$ cat src/rtl/fsm_pkg.sv
// rtl/fsm_pkg.sv - shared state encoding and default word width for the serial link
package fsm_pkg;

    localparam int DATA_W_DEFAULT = 8;

    typedef enum logic [1:0] {
        ST_IDLE  = 2'd0,
        ST_SHIFT = 2'd1,
        ST_DONE  = 2'd2
    } state_e;

endpackage

$ cat src/rtl/fsm_serializer.sv
// rtl/fsm_serializer.sv - parallel-to-serial transmitter; FSM_SERIALIZER_PARITY_EN appends an even parity bit
module fsm_serializer
    import fsm_pkg::*;
#(
    parameter int DATA_W    = DATA_W_DEFAULT,
    parameter bit MSB_FIRST = 1'b1
) (
    input  logic              clk,
    input  logic              reset,
    input  logic              start,
    input  logic [DATA_W-1:0] din,
    output logic              out,
    output logic              busy,
    output logic              done
);

    localparam int CNT_W = $clog2(DATA_W + 1);
`ifdef FSM_SERIALIZER_PARITY_EN
    localparam logic [CNT_W-1:0] CNT_LAST = CNT_W'(DATA_W);
`else
    localparam logic [CNT_W-1:0] CNT_LAST = CNT_W'(DATA_W - 1);
`endif

    state_e            state_q, state_d;
    logic [DATA_W-1:0] shreg_q, shreg_d;
    logic [CNT_W-1:0]  cnt_q, cnt_d;
    logic              out_q, out_d;
    logic              busy_q, busy_d;
    logic              done_q, done_d;
    logic [DATA_W-1:0] shifted;
`ifdef FSM_SERIALIZER_PARITY_EN
    logic              par_q, par_d;
`endif

    function automatic logic head_bit(input logic [DATA_W-1:0] w);
        return MSB_FIRST ? w[DATA_W-1] : w[0];
    endfunction

    // Zero-fill shift toward whichever end feeds the line.
    assign shifted = MSB_FIRST ? {shreg_q[DATA_W-2:0], 1'b0} : {1'b0, shreg_q[DATA_W-1:1]};

    always_comb begin
        state_d = state_q;
        shreg_d = shreg_q;
        cnt_d   = cnt_q;
        out_d   = 1'b0;
        busy_d  = busy_q;
        done_d  = 1'b0;
`ifdef FSM_SERIALIZER_PARITY_EN
        par_d   = par_q;
`endif
        case (state_q)
            ST_IDLE, ST_DONE: begin
                busy_d  = 1'b0;
                state_d = ST_IDLE;
                if (start) begin
                    shreg_d = din;
                    out_d   = head_bit(din);
                    cnt_d   = '0;
                    busy_d  = 1'b1;
                    state_d = ST_SHIFT;
`ifdef FSM_SERIALIZER_PARITY_EN
                    par_d   = ^din;
`endif
                end
            end
            ST_SHIFT: begin
                if (cnt_q == CNT_LAST) begin
                    busy_d  = 1'b0;
                    done_d  = 1'b1;
                    state_d = ST_DONE;
                end else begin
                    shreg_d = shifted;
                    out_d   = head_bit(shifted);
                    cnt_d   = cnt_q + CNT_W'(1);
`ifdef FSM_SERIALIZER_PARITY_EN
                    if (cnt_q == CNT_W'(DATA_W - 1)) begin
                        out_d = par_q;
                    end
`endif
                end
            end
            default: begin
                busy_d  = 1'b0;
                state_d = ST_IDLE;
            end
        endcase
    end

    always_ff @(posedge clk or posedge reset) begin
        if (reset) begin
            state_q <= ST_IDLE;
            shreg_q <= '0;
            cnt_q   <= '0;
            out_q   <= 1'b0;
            busy_q  <= 1'b0;
            done_q  <= 1'b0;
`ifdef FSM_SERIALIZER_PARITY_EN
            par_q   <= 1'b0;
`endif
        end else begin
            state_q <= state_d;
            shreg_q <= shreg_d;
            cnt_q   <= cnt_d;
            out_q   <= out_d;
            busy_q  <= busy_d;
            done_q  <= done_d;
`ifdef FSM_SERIALIZER_PARITY_EN
            par_q   <= par_d;
`endif
        end
    end

    assign out  = out_q;
    assign busy = busy_q;
    assign done = done_q;

endmodule

$ cat config.mk
export PLATFORM = sky130hd
export DESIGN_NAME = fsm_serializer
export DESIGN_NICKNAME = d
export VERILOG_FILES = /design/src/rtl/fsm_pkg.sv /design/src/rtl/fsm_serializer.sv
export SDC_FILE = /design/constraint.sdc
export NUM_CORES = 1
export LEC_CHECK = 0
export ABC_AREA = 0
export BUFFER_PORTS_ARGS = -buffer_cell sky130_fd_sc_hd__buf_2
export CORE_UTILIZATION = 30
export CTS_CLUSTER_SIZE = 24
export DETAILED_ROUTE_END_ITERATION = 8
export GPL_TIMING_DRIVEN = 0
export PLACE_DENSITY = 0.47
export SLEW_MARGIN = 10
export SYNTH_ARGS = -nofsm -noshare
export SYNTH_HDL_FRONTEND = slang
export SYNTH_SLANG_ARGS = --single-unit
export TNS_END_PERCENT = 10
$ cat constraint.sdc
create_clock -name clk -period 5.4 [get_ports clk]
set_clock_uncertainty 0.2 [all_clocks]
set_input_delay 0.27 -clock clk [delete_from_list [all_inputs] [get_ports clk]]
set_output_delay 0.27 -clock clk [all_outputs]
set_load 0.02 [all_outputs]
# Yosys cells after proc, flatten, opt, wreduce, memory -nomap -nowiden
# Cells that the tools add are included.
# totals
ff_bits	16
latchBits	0
ram_bits	0
rom_bits	0
input_bits	11
output_inout_bits	3
word_cells	34
memories	0
# op_classes
n_addsub	1
multipliers	0
n_div	0
n_lt_le_gt_ge	0
n_eq_ne	6
n_shift	0
muxes	17
bitwise	0
reduce_logical	4
# op_table
operator	count
$mux 7	2
$pmux 7 s2	1
$mux 4	2
$pmux 4 s2	1
$mux 1	7
$ne 2x2->1 const B	3
$add 4x1->4 const B	1
$eq 4x3->1 const B	1
$pmux 1 s2	2
$pmux 2 s2	1
$reduce_and 3->1	1
$eq 2x1->1 const B	1
$eq 2x2->1 const B	1
$logic_not 2->1	1
$mux 2	1
$reduce_bool 2->1	1
$reduce_or 2->1	1

# Logic depth before layout (Yosys ltp)
# Gate-level depths: netlist of run 1.
# depth
depth_word	4
mapped_depth	5
depth_no_buf	4

# Worst setup path before layout of run 1
# Ideal clock, no wire load.
# synth_path
path_type	reg2reg
startpoint	reg cnt_q[0]
endpoint	reg shreg_q[2]
setup_ns	0.125
t_arrival_ns	1.380
required_ns	5.075
setup_slack_ns	3.695
path_stages_with_launch	6
n_path_buf	1
period_less_slack_ns	1.705
path_cell_list	dfrtp_1 > ha_1 > and3b_1 > o21ai_2 > buf_6 > mux2_4
# synth_between
elab_chain_len	3
# synth_rtl
element	line_no	source
start, declared	fsm_serializer.sv:26	logic [CNT_W-1:0] cnt_q, cnt_d;
start signal, assigned	fsm_serializer.sv:104	cnt_q <= cnt_d;
$eq 4x3->1	fsm_serializer.sv:68	if (cnt_q == CNT_LAST) begin
$ne 2x2->1 (no line)	n/a	
$reduce_and 3->1 (no line)	n/a	
end signal, assigned	fsm_serializer.sv:103	shreg_q <= shreg_d;
end, declared	fsm_serializer.sv:25	logic [DATA_W-1:0] shreg_q, shreg_d;
# No other way between the ends.
# A chain may end at the register's enable or synchronous reset.

# Worst setup path after layout of run 1
# layout_path
startpoint	reg cnt_q[0]
endpoint	reg shreg_q[3]
# Same word-level chain as after synthesis.

==> impl_metrics.py, run 1 <==
metrics = {
    "detailed_routing": {
        "wire_per_inst_um": 12.7,
        "viasPerCell": 4.71,
        "drt_iter0_drc": 12,
        "routed_wl_mm": 1.39,
        "route.vias.total": 513,
        "dr.pass1.iters": 2,
        "postRouteAntennaNets": 0,
        "drc": 0,
    },
    "synthesis": {
        "synth_top_area_cell": "dfrtp_1",
        "synth_seq_cells": 16,
        "synthesis.nets": 73,
        "synth_fa_ha_area_share_pct": 1.63,
        "synth_compound_area_share_pct": 7.99,
        "muxShareOfSynthArea_pct": 22.7,
        "syn_inst": 61,
        "ys_top_cells_by_area": "dfrtp_1 (52%), mux2_2 (10%), mux2_4 (9.8%)",
        "ys.warnings.count": 0,
        "avgSynthCellArea_um2": 12.6,
        "synth_area_um2": 767,
        "synthArstFlopShare_pct": 100,
        "ys_seq_area_share_pct": 52.2,
        "ys_types": 21,
        "synth_top_flop_cell": "dfrtp_1",
        "synth_xor_area_share_pct": 0,
        "synth_top_family_by_area": "multiplexers",
        "yosys.area_share.simple_pct": 11.6,
        "synth_top_area_share_pct": 52.2,
        "synth_edf_count": 0,
    },
    "timing": {
        "fin_crit_sh_pct": 33.8,
        "final-hold-violation-count": 0,
        "fin_crit_ps": 1820,
        "fmax_ghz": 0.548,
        "max_slew.worst_pin.slew_ps": 625,
        "hold_ws_ps": 137,
        "drv_slew": 0,
        "final.setup.tns_ps": 0,
        "grt_setup_unrepaired": "no",
        "slew_headroom_pct": 58.3,
        "setup_viol": 0,
    },
    "clock_tree": {
        "root_buffer": "clkbuf_4",
        "cts_buffers": 3,
        "cts_max_level": 1,
        "clock_tree.buffer_depth": 2,
        "post_cts_buffers": 0,
        "cts_tree": "yes",
        "path_clk_slew_ps": 100,
        "clkSinkCount": 16,
        "worstSkewPairLatency_ps": 280,
    },
    "pwr": {
        "leakage_nw": 0.467,
        "finalPower_uw": 540,
        "pwr_density_cell_nw_per_um2": 578,
        "ir_worst_vdd_mv": 0.241,
    },
    "grt": {
        "busiest_layer": "met2",
        "grt_usage_pct": 12.0,
        "grt_pass1_wl_mm": 2.35,
        "grt_pass1_vias": 513,
        "overflow": 0,
        "grt_use_met3_pct": 5.22,
        "grt_max_degree": 17,
        "antenna_found_initial": 0,
        "grtUsageMet1_pct": 15.8,
        "grtUsageMet2_pct": 18.1,
    },
    "cells_and_area": {
        "final_cell_count_no_fill": 109,
        "multi_input_area_um2": 337,
        "layout_commonest_cell": "dfrtp_1",
        "final_cell_mix": "dfrtp_1 (16), buf_2 (13), mux2_2 (7)",
        "drive_above_1_share_pct": 39.5,
        "area.growth.synth_to_final_pct": 21.7,
        "fill_cells": 236,
        "regArea_um2": 400,
        "nNetsFinal": 94,
        "antenna_cells": 0,
    },
    "worst_setup_path": {
        "path_max_fanout": 10,
        "crit_required_ps": 5380,
        "max_stage_delay_ps": 420,
        "path_cells": "ha_1 -> and3b_1 -> o21ai_2 -> buf_6 -> mux2_4",
        "ff2ff_setup_slack_ps": 3580,
        "slowest_stage": "dfrtp_1",
        "crit_arrival_ps": 1800,
        "crit_path_start_kind": "flip-flop",
        "cp-end-kind": "flip-flop",
        "criticalPathCategory": "reg -> reg",
    },
    "placement": {
        "place.gp.congestion": 0.643,
        "post-place-cells": 102,
        "dp_hpwl_um": 985,
        "io_buffers": 13,
    },
    "floorplanning": {
        "dieArea_um2": 2760,
        "start_util_pct": 33.1,
        "coreArea_um2": 2320,
        "die_h_um": 52.6,
        "top_level_ports": 14,
        "rows": 17,
        "die_width_um": 52.6,
    },
    "run": {
        "cap_violations": 0,
    },
    "status": {
        "status": "completed",
    },
    "min_path": {
        "hold_class": "in -> reg",
    },
}
## stage by stage
step                cell area [um^2]  setup slack (ps)  utilization [%]
floorplan                        767              3700                -
global placement                 867              3590             37.4
detailed placement               867              3600             37.4
CTS                              933              3570             40.3
global route                     933              3490             40.3
finish                           933              3580             40.3
## kinds of logic (layout without fill, tap and decap cells)
kind of cell / after synthesis / in the layout
compound gates: 9 / 9
mux: 14 / 14
buf+inv: 4 / 24
flops: 16 / 16
simple gates: 17 / 17
fa+ha+maj: 1 / 1
## layer usage
layer | wire, um | part of all wire (%)
met3 | 59 | 4.3
met2 | 593 | 43
met4 | 0 | 0
met5 | 0 | 0
met1 | 735 | 53
## worst max-delay path: cells and delay by family (launching register included)
| family | cells | cell delay, ps |
|---|---|---|
| AO/OA/AOI/OAI | 1 | 160 |
| buffers and inverters | 1 | 180 |
| flip-flops | 1 | 420 |
| multiplexers | 1 | 310 |
| AND/OR/NAND/NOR | 1 | 210 |
| adder cells (fa/ha/maj) | 1 | 230 |
## where the power goes
part,switching [mW],internal (mW)
clock,0.0385,0.0410
sequential,0.0335,0.171
combinational,0.108,0.147
## what timing repair did
action	CTS	global route
hold buffers	3	0
resized for setup	0	0
endpoints found under the hold margin	18	0
## layout make-up
class | instances | area share [%]
Sequential cell | 16 | 42.9
Multi-Input combinational cell | 41 | 36.1
Timing Repair Buffer | 16 | 10.2
Clock buffer | 4 | 3.89
Tap cell | 28 | 3.75
Buffer | 2 | 2.41
Inverter | 2 | 0.804
## cell usage after synthesis, types with 2 or more instances
master and n:
inv_1 2, mux2i_1 2, nand2b_1 2, nand2_1 4, mux2_2 7, o21ai_0 2, nor3_1 2, dfrtp_1 16
a21oi_1 2, nor2b_1 4, mux2_4 5, nor2_1 3, buf_6 2
## registers in the layout, indices dropped and copies added, names as in the netlist
| register | flops |
|---|---|
| shreg_q | 7 |
| busy | 1 |
| out | 1 |
| state_q | 2 |
| done | 1 |
| cnt_q | 4 |
## worst paths after layout
kind,startpoint,endpoint,cells after the start
max in group asynchronous,reset,shreg_q[0],3
worst min register to register,busy,busy,1
worst min-delay path,din[6],shreg_q[6],3
worst max-delay path,cnt_q[0],shreg_q[3],5
worst max register to register,cnt_q[0],shreg_q[3],5
min in group asynchronous,reset,shreg_q[2],3
No activity file was read; power rests on OpenSTA's default activity.
==> inputs of run 2 (changes only) <==
Clock period 5.4 ns to 1.8 ns, I/O delays scaled along.
==> impl_metrics.py, run 2 (synthesized netlist as in run 1, its figures left out) <==
metrics = {
    "status": {
        "status": "completed",
    },
    "pwr": {
        "ir_worst_vdd_mv": 0.787,
        "pwr_density_cell_nw_per_um2": 1630,
        "leakage_nw": 0.510,
    },
    "detailed_routing": {
        "wire_per_inst_um": 12.2,
        "routed_wl_mm": 1.45,
        "route.vias.total": 545,
        "viasPerCell": 4.58,
        "drc": 0,
        "drt_iter0_drc": 6,
        "dr.pass1.iters": 4,
        "postRouteAntennaNets": 0,
    },
    "clock_tree": {
        "worstSkewPairLatency_ps": 280,
        "path_clk_slew_ps": 90,
        "cts_buffers": 3,
        "clkSinkCount": 16,
        "root_buffer": "clkbuf_4",
        "cts_tree": "yes",
        "cts_max_level": 1,
        "clock_tree.buffer_depth": 2,
    },
    "worst_setup_path": {
        "path_max_fanout": 6,
        "crit_path_start_kind": "flip-flop",
        "ff2ff_setup_slack_ps": 20,
        "crit_required_ps": 1780,
        "crit_arrival_ps": 1760,
        "criticalPathCategory": "reg -> reg",
        "crit_family": "flip-flops",
        "path_cells": "ha_2 -> and3b_2 -> o21ai_4 -> buf_6 -> mux2_4",
        "path_buf_inv": 1,
        "max_stage_delay_ps": 420,
        "cp-end-kind": "flip-flop",
        "slowest_stage": "dfrtp_1",
    },
    "floorplanning": {
        "top_level_ports": 14,
        "start_util_pct": 33.1,
        "coreArea_um2": 2320,
        "dieArea_um2": 2760,
        "die_width_um": 52.6,
        "die_h_um": 52.6,
        "rows": 17,
    },
    "placement": {
        "placed_area_um2": 867,
        "place_ws_ps": 4.44,
        "dp_hpwl_um": 985,
        "place.gp.congestion": 0.643,
        "io_buffers": 13,
    },
    "timing": {
        "grt_setup_unrepaired": "yes",
        "drv_slew": 0,
        "fin_crit_sh_pct": 98.9,
        "final-hold-violation-count": 0,
        "setup_viol": 0,
        "slew_headroom_pct": 59.0,
        "worst_slack_ps": 20.0,
        "fin_crit_ps": 1780,
        "fmax_ghz": 0.562,
        "hold_ws_ps": 212,
        "max_slew.worst_pin.slew_ps": 614,
    },
    "cells_and_area": {
        "top_regs": "shreg_q x7, cnt_q x4, state_q x2",
        "final_cell_mix": "dfrtp_1 (16), buf_2 (13), dlygate4sd3_1 (10)",
        "antenna_cells": 0,
        "final_area_um2": 1040,
        "nNetsFinal": 104,
        "drive_above_1_share_pct": 40.7,
        "area.growth.synth_to_final_pct": 35.2,
        "largest_register_ffs": 7,
        "regMostFlops": "shreg_q",
        "layout_commonest_cell": "dfrtp_1",
    },
    "grt": {
        "antenna_found_initial": 0,
        "grt_pass1_wl_mm": 2.40,
        "grt_max_degree": 17,
        "grt_usage_pct": 12.3,
        "overflow": 0,
        "grt_pass1_vias": 525,
    },
    "min_path": {
        "hold_class": "in -> async",
    },
    "run": {
        "cap_violations": 0,
    },
}
==> run 2: cell types whose count changed in the layout (fill, tap and decap cells not counted), sizes merged <==
cell / change
buf: +3
dlygate4sd3: +7
==> run 2: layout make-up <==
| class | count | area, um^2 |
|---|---|---|
| Fill cell | 224 | 1280 |
| Sequential cell | 16 | 400 |
| Multi-Input combinational cell | 41 | 348 |
| Timing Repair Buffer | 26 | 188 |
| Clock buffer | 4 | 36.3 |
| Tap cell | 28 | 35.0 |
| Buffer | 2 | 22.5 |
| Inverter | 2 | 7.51 |
==> run 2: worst paths after layout <==
check                           startpoint         end  cells after the start
worst max-delay path              cnt_q[0]  shreg_q[3]                      5
worst min-delay path                 reset  shreg_q[2]                      3
worst max register to register    cnt_q[0]  shreg_q[3]                      5
worst min register to register        busy        busy                      1
max in group asynchronous            reset  shreg_q[0]                      3
min in group clk                      busy        busy                      1
==> run 2: per-layer routing <==
metal,up-vias,share of wire (%),GRT usage (%)
met5,-,0,0
met4,0,0,2.63
met3,0,3.9,5.22
met2,11,46,18.8
met1,260,50,15.9
li1,274,-,-
==> run 2: worst reg2reg max path, stage by stage (launching register included) <==
cell     delay (ps)
dfrtp_1         420
ha_2            190
and3b_2         240
o21ai_4         170
buf_6           160
mux2_4          300
==> run 2: metrics by stage <==
stage | util, % | total power [mW] | std cells | TNS [ps]
2_1_floorplan | - | 1.24 | 61 | 0
3_3_place_gp | 37.4 | 1.38 | 102 | -10.8
3_5_place_dp | 37.4 | 1.39 | 102 | 0
4_1_cts | 43.6 | 1.68 | 117 | 0
5_1_grt | 44.7 | 1.82 | 119 | -211
6_report | 44.7 | 1.69 | 119 | 0
==> run 2: repair_timing <==
action / 4_1_cts / 5_1_grt
pin swaps: 0 / 2
hold buffers: 10 / 0
buffers inserted: 1 / 2
hold endpoints to repair: 25 / 0
gates resized for setup: 0 / 3
endpoints found under the setup margin: 5 / 8
==> run 2: where the power goes <==
part / switching [mW] / leakage, nW / internal, mW / total, mW
combinational: 0.342 / 0.289 / 0.498 / 0.840
clock: 0.113 / 0.0210 / 0.123 / 0.236
sequential: 0.0993 / 0.200 / 0.514 / 0.614
==> inputs of run 3 (changes only) <==
Settings changed: BUFFER_PORTS_ARGS -buffer_cell sky130_fd_sc_hd__buf_2 to -buffer_cell sky130_fd_sc_hd__buf_4.
==> impl_metrics.py, run 3 (synthesized netlist as in run 1, its figures left out) <==
metrics = {
    "pwr": {
        "leakage_nw": 0.532,
        "pwr_density_cell_nw_per_um2": 1600,
        "ir_worst_vdd_mv": 0.829,
    },
    "worst_setup_path": {
        "crit_family": "flip-flops",
        "max_stage_delay_ps": 400,
        "crit_path_start_kind": "flip-flop",
        "crit_required_ps": 1780,
        "slowest_stage": "dfrtp_1",
        "path_buf_inv": 1,
        "criticalPathCategory": "reg -> reg",
        "crit_arrival_ps": 1730,
        "path_max_fanout": 6,
        "path_cells": "ha_2 -> and3b_2 -> o21ai_2 -> buf_6 -> mux2_4",
        "ff2ff_setup_slack_ps": 40,
        "cp-end-kind": "flip-flop",
    },
    "detailed_routing": {
        "drt_iter0_drc": 8,
        "drc": 0,
        "postRouteAntennaNets": 0,
        "wire_per_inst_um": 12.0,
        "routed_wl_mm": 1.45,
        "viasPerCell": 4.71,
        "route.vias.total": 570,
        "dr.pass1.iters": 3,
    },
    "timing": {
        "fin_crit_sh_pct": 97.6,
        "drv_slew": 0,
        "fmax_ghz": 0.569,
        "final.setup.tns_ps": 0,
        "setup_viol": 0,
        "slew_headroom_pct": 59.3,
        "grt_setup_unrepaired": "yes",
        "max_slew.worst_pin.slew_ps": 610,
        "final-hold-violation-count": 0,
        "fin_crit_ps": 1760,
    },
    "cells_and_area": {
        "top_regs": "shreg_q x7, cnt_q x4, state_q x2",
        "drive_above_1_share_pct": 43.0,
        "antenna_cells": 0,
        "regMostFlops": "shreg_q",
        "largest_register_ffs": 7,
        "layout_commonest_cell": "buf_4",
        "final_cell_mix": "buf_4 (17), dfrtp_1 (16), dlygate4sd3_1 (10)",
        "fin_util_pct": 46.7,
        "nNetsFinal": 106,
        "area.growth.synth_to_final_pct": 41.3,
    },
    "clock_tree": {
        "root_buffer": "clkbuf_4",
        "cts_max_level": 1,
        "cts_tree": "yes",
        "clkSinkCount": 16,
        "path_clk_slew_ps": 90,
        "worstSkewPairLatency_ps": 280,
        "cts_buffers": 3,
        "clock_tree.buffer_depth": 2,
    },
    "grt": {
        "antenna_found_initial": 0,
        "grt_pass1_vias": 569,
        "grt_pass1_wl_mm": 2.51,
        "overflow": 0,
        "grt_usage_pct": 12.7,
        "grt_max_degree": 17,
    },
    "floorplanning": {
        "dieArea_um2": 2760,
        "start_util_pct": 33.1,
        "coreArea_um2": 2320,
        "die_width_um": 52.6,
        "top_level_ports": 14,
        "die_h_um": 52.6,
        "rows": 17,
    },
    "placement": {
        "dp_hpwl_um": 950,
        "place.gp.congestion": 0.651,
        "io_buffers": 13,
    },
    "run": {
        "cap_violations": 0,
    },
    "min_path": {
        "hold_class": "in -> async",
    },
    "status": {
        "status": "completed",
    },
}
[run 3: changes by cell type in the layout (fill, tap and decap cells not counted), sizes merged]
cell,before,now
buf,18,20
[run 3: power by group]
part	internal [mW]	leakage (nW)	switching [mW]
combinational	0.541	0.311	0.348
sequential	0.514	0.200	0.0960
clock	0.123	0.0210	0.112
total	1.18	0.532	0.556
[run 3: repair_timing]
action                                  4_1_cts  5_1_grt
gates resized for setup                       0        4
hold endpoints to repair                     25        0
buffers inserted                              2        3
endpoints found under the setup margin        5        9
pin swaps                                     0        2
hold buffers                                 10        0
[run 3: stage by stage]
stage	hold WS, ps	total power, mW	setup slack [ps]	instance area, um^2	cells
global route	267	1.88	-21.5	1080	121
floorplan	-196	1.24	95.2	767	61
detailed placement	10.7	1.41	-21.6	900	102
finish	224	1.73	42.3	1080	121
global placement	20.4	1.41	-16.9	900	102
CTS	239	1.72	26.3	1050	118
[run 3: cell type report]
| type | instances | area (um^2) |
|---|---|---|
| fillers | 229 | 1230 |
| inverters | 2 | 7.51 |
| flip-flops and latches | 16 | 400 |
| clock buffers | 4 | 36.3 |
| well taps | 28 | 35.0 |
| repair buffers | 28 | 239 |
| multi-input cells | 41 | 343 |
| plain buffers | 2 | 22.5 |
[run 3: layer usage]
layer	up-vias	track usage, %	part of all wire, %
met1	276	15.7	47
met2	13	20.7	48
met3	0	6.09	4.6
met4	0	1.32	0
li1	281	-	-
met5	-	0	0
[run 3: tightest hold or removal path, cell delays in order]
cell,delay (ps)
dlygate4sd3_1,530
buf_4,130
inv_1,440
[run 3: path summary, 6_finish.rpt]
check	from	end	cells past startpoint
worst max-delay path	cnt_q[1]	shreg_q[2]	5
worst min-delay path	reset	busy	3
worst max register to register	cnt_q[1]	shreg_q[2]	5
worst min register to register	busy	busy	1
max in group asynchronous	reset	out	3
min in group clk	busy	busy	1
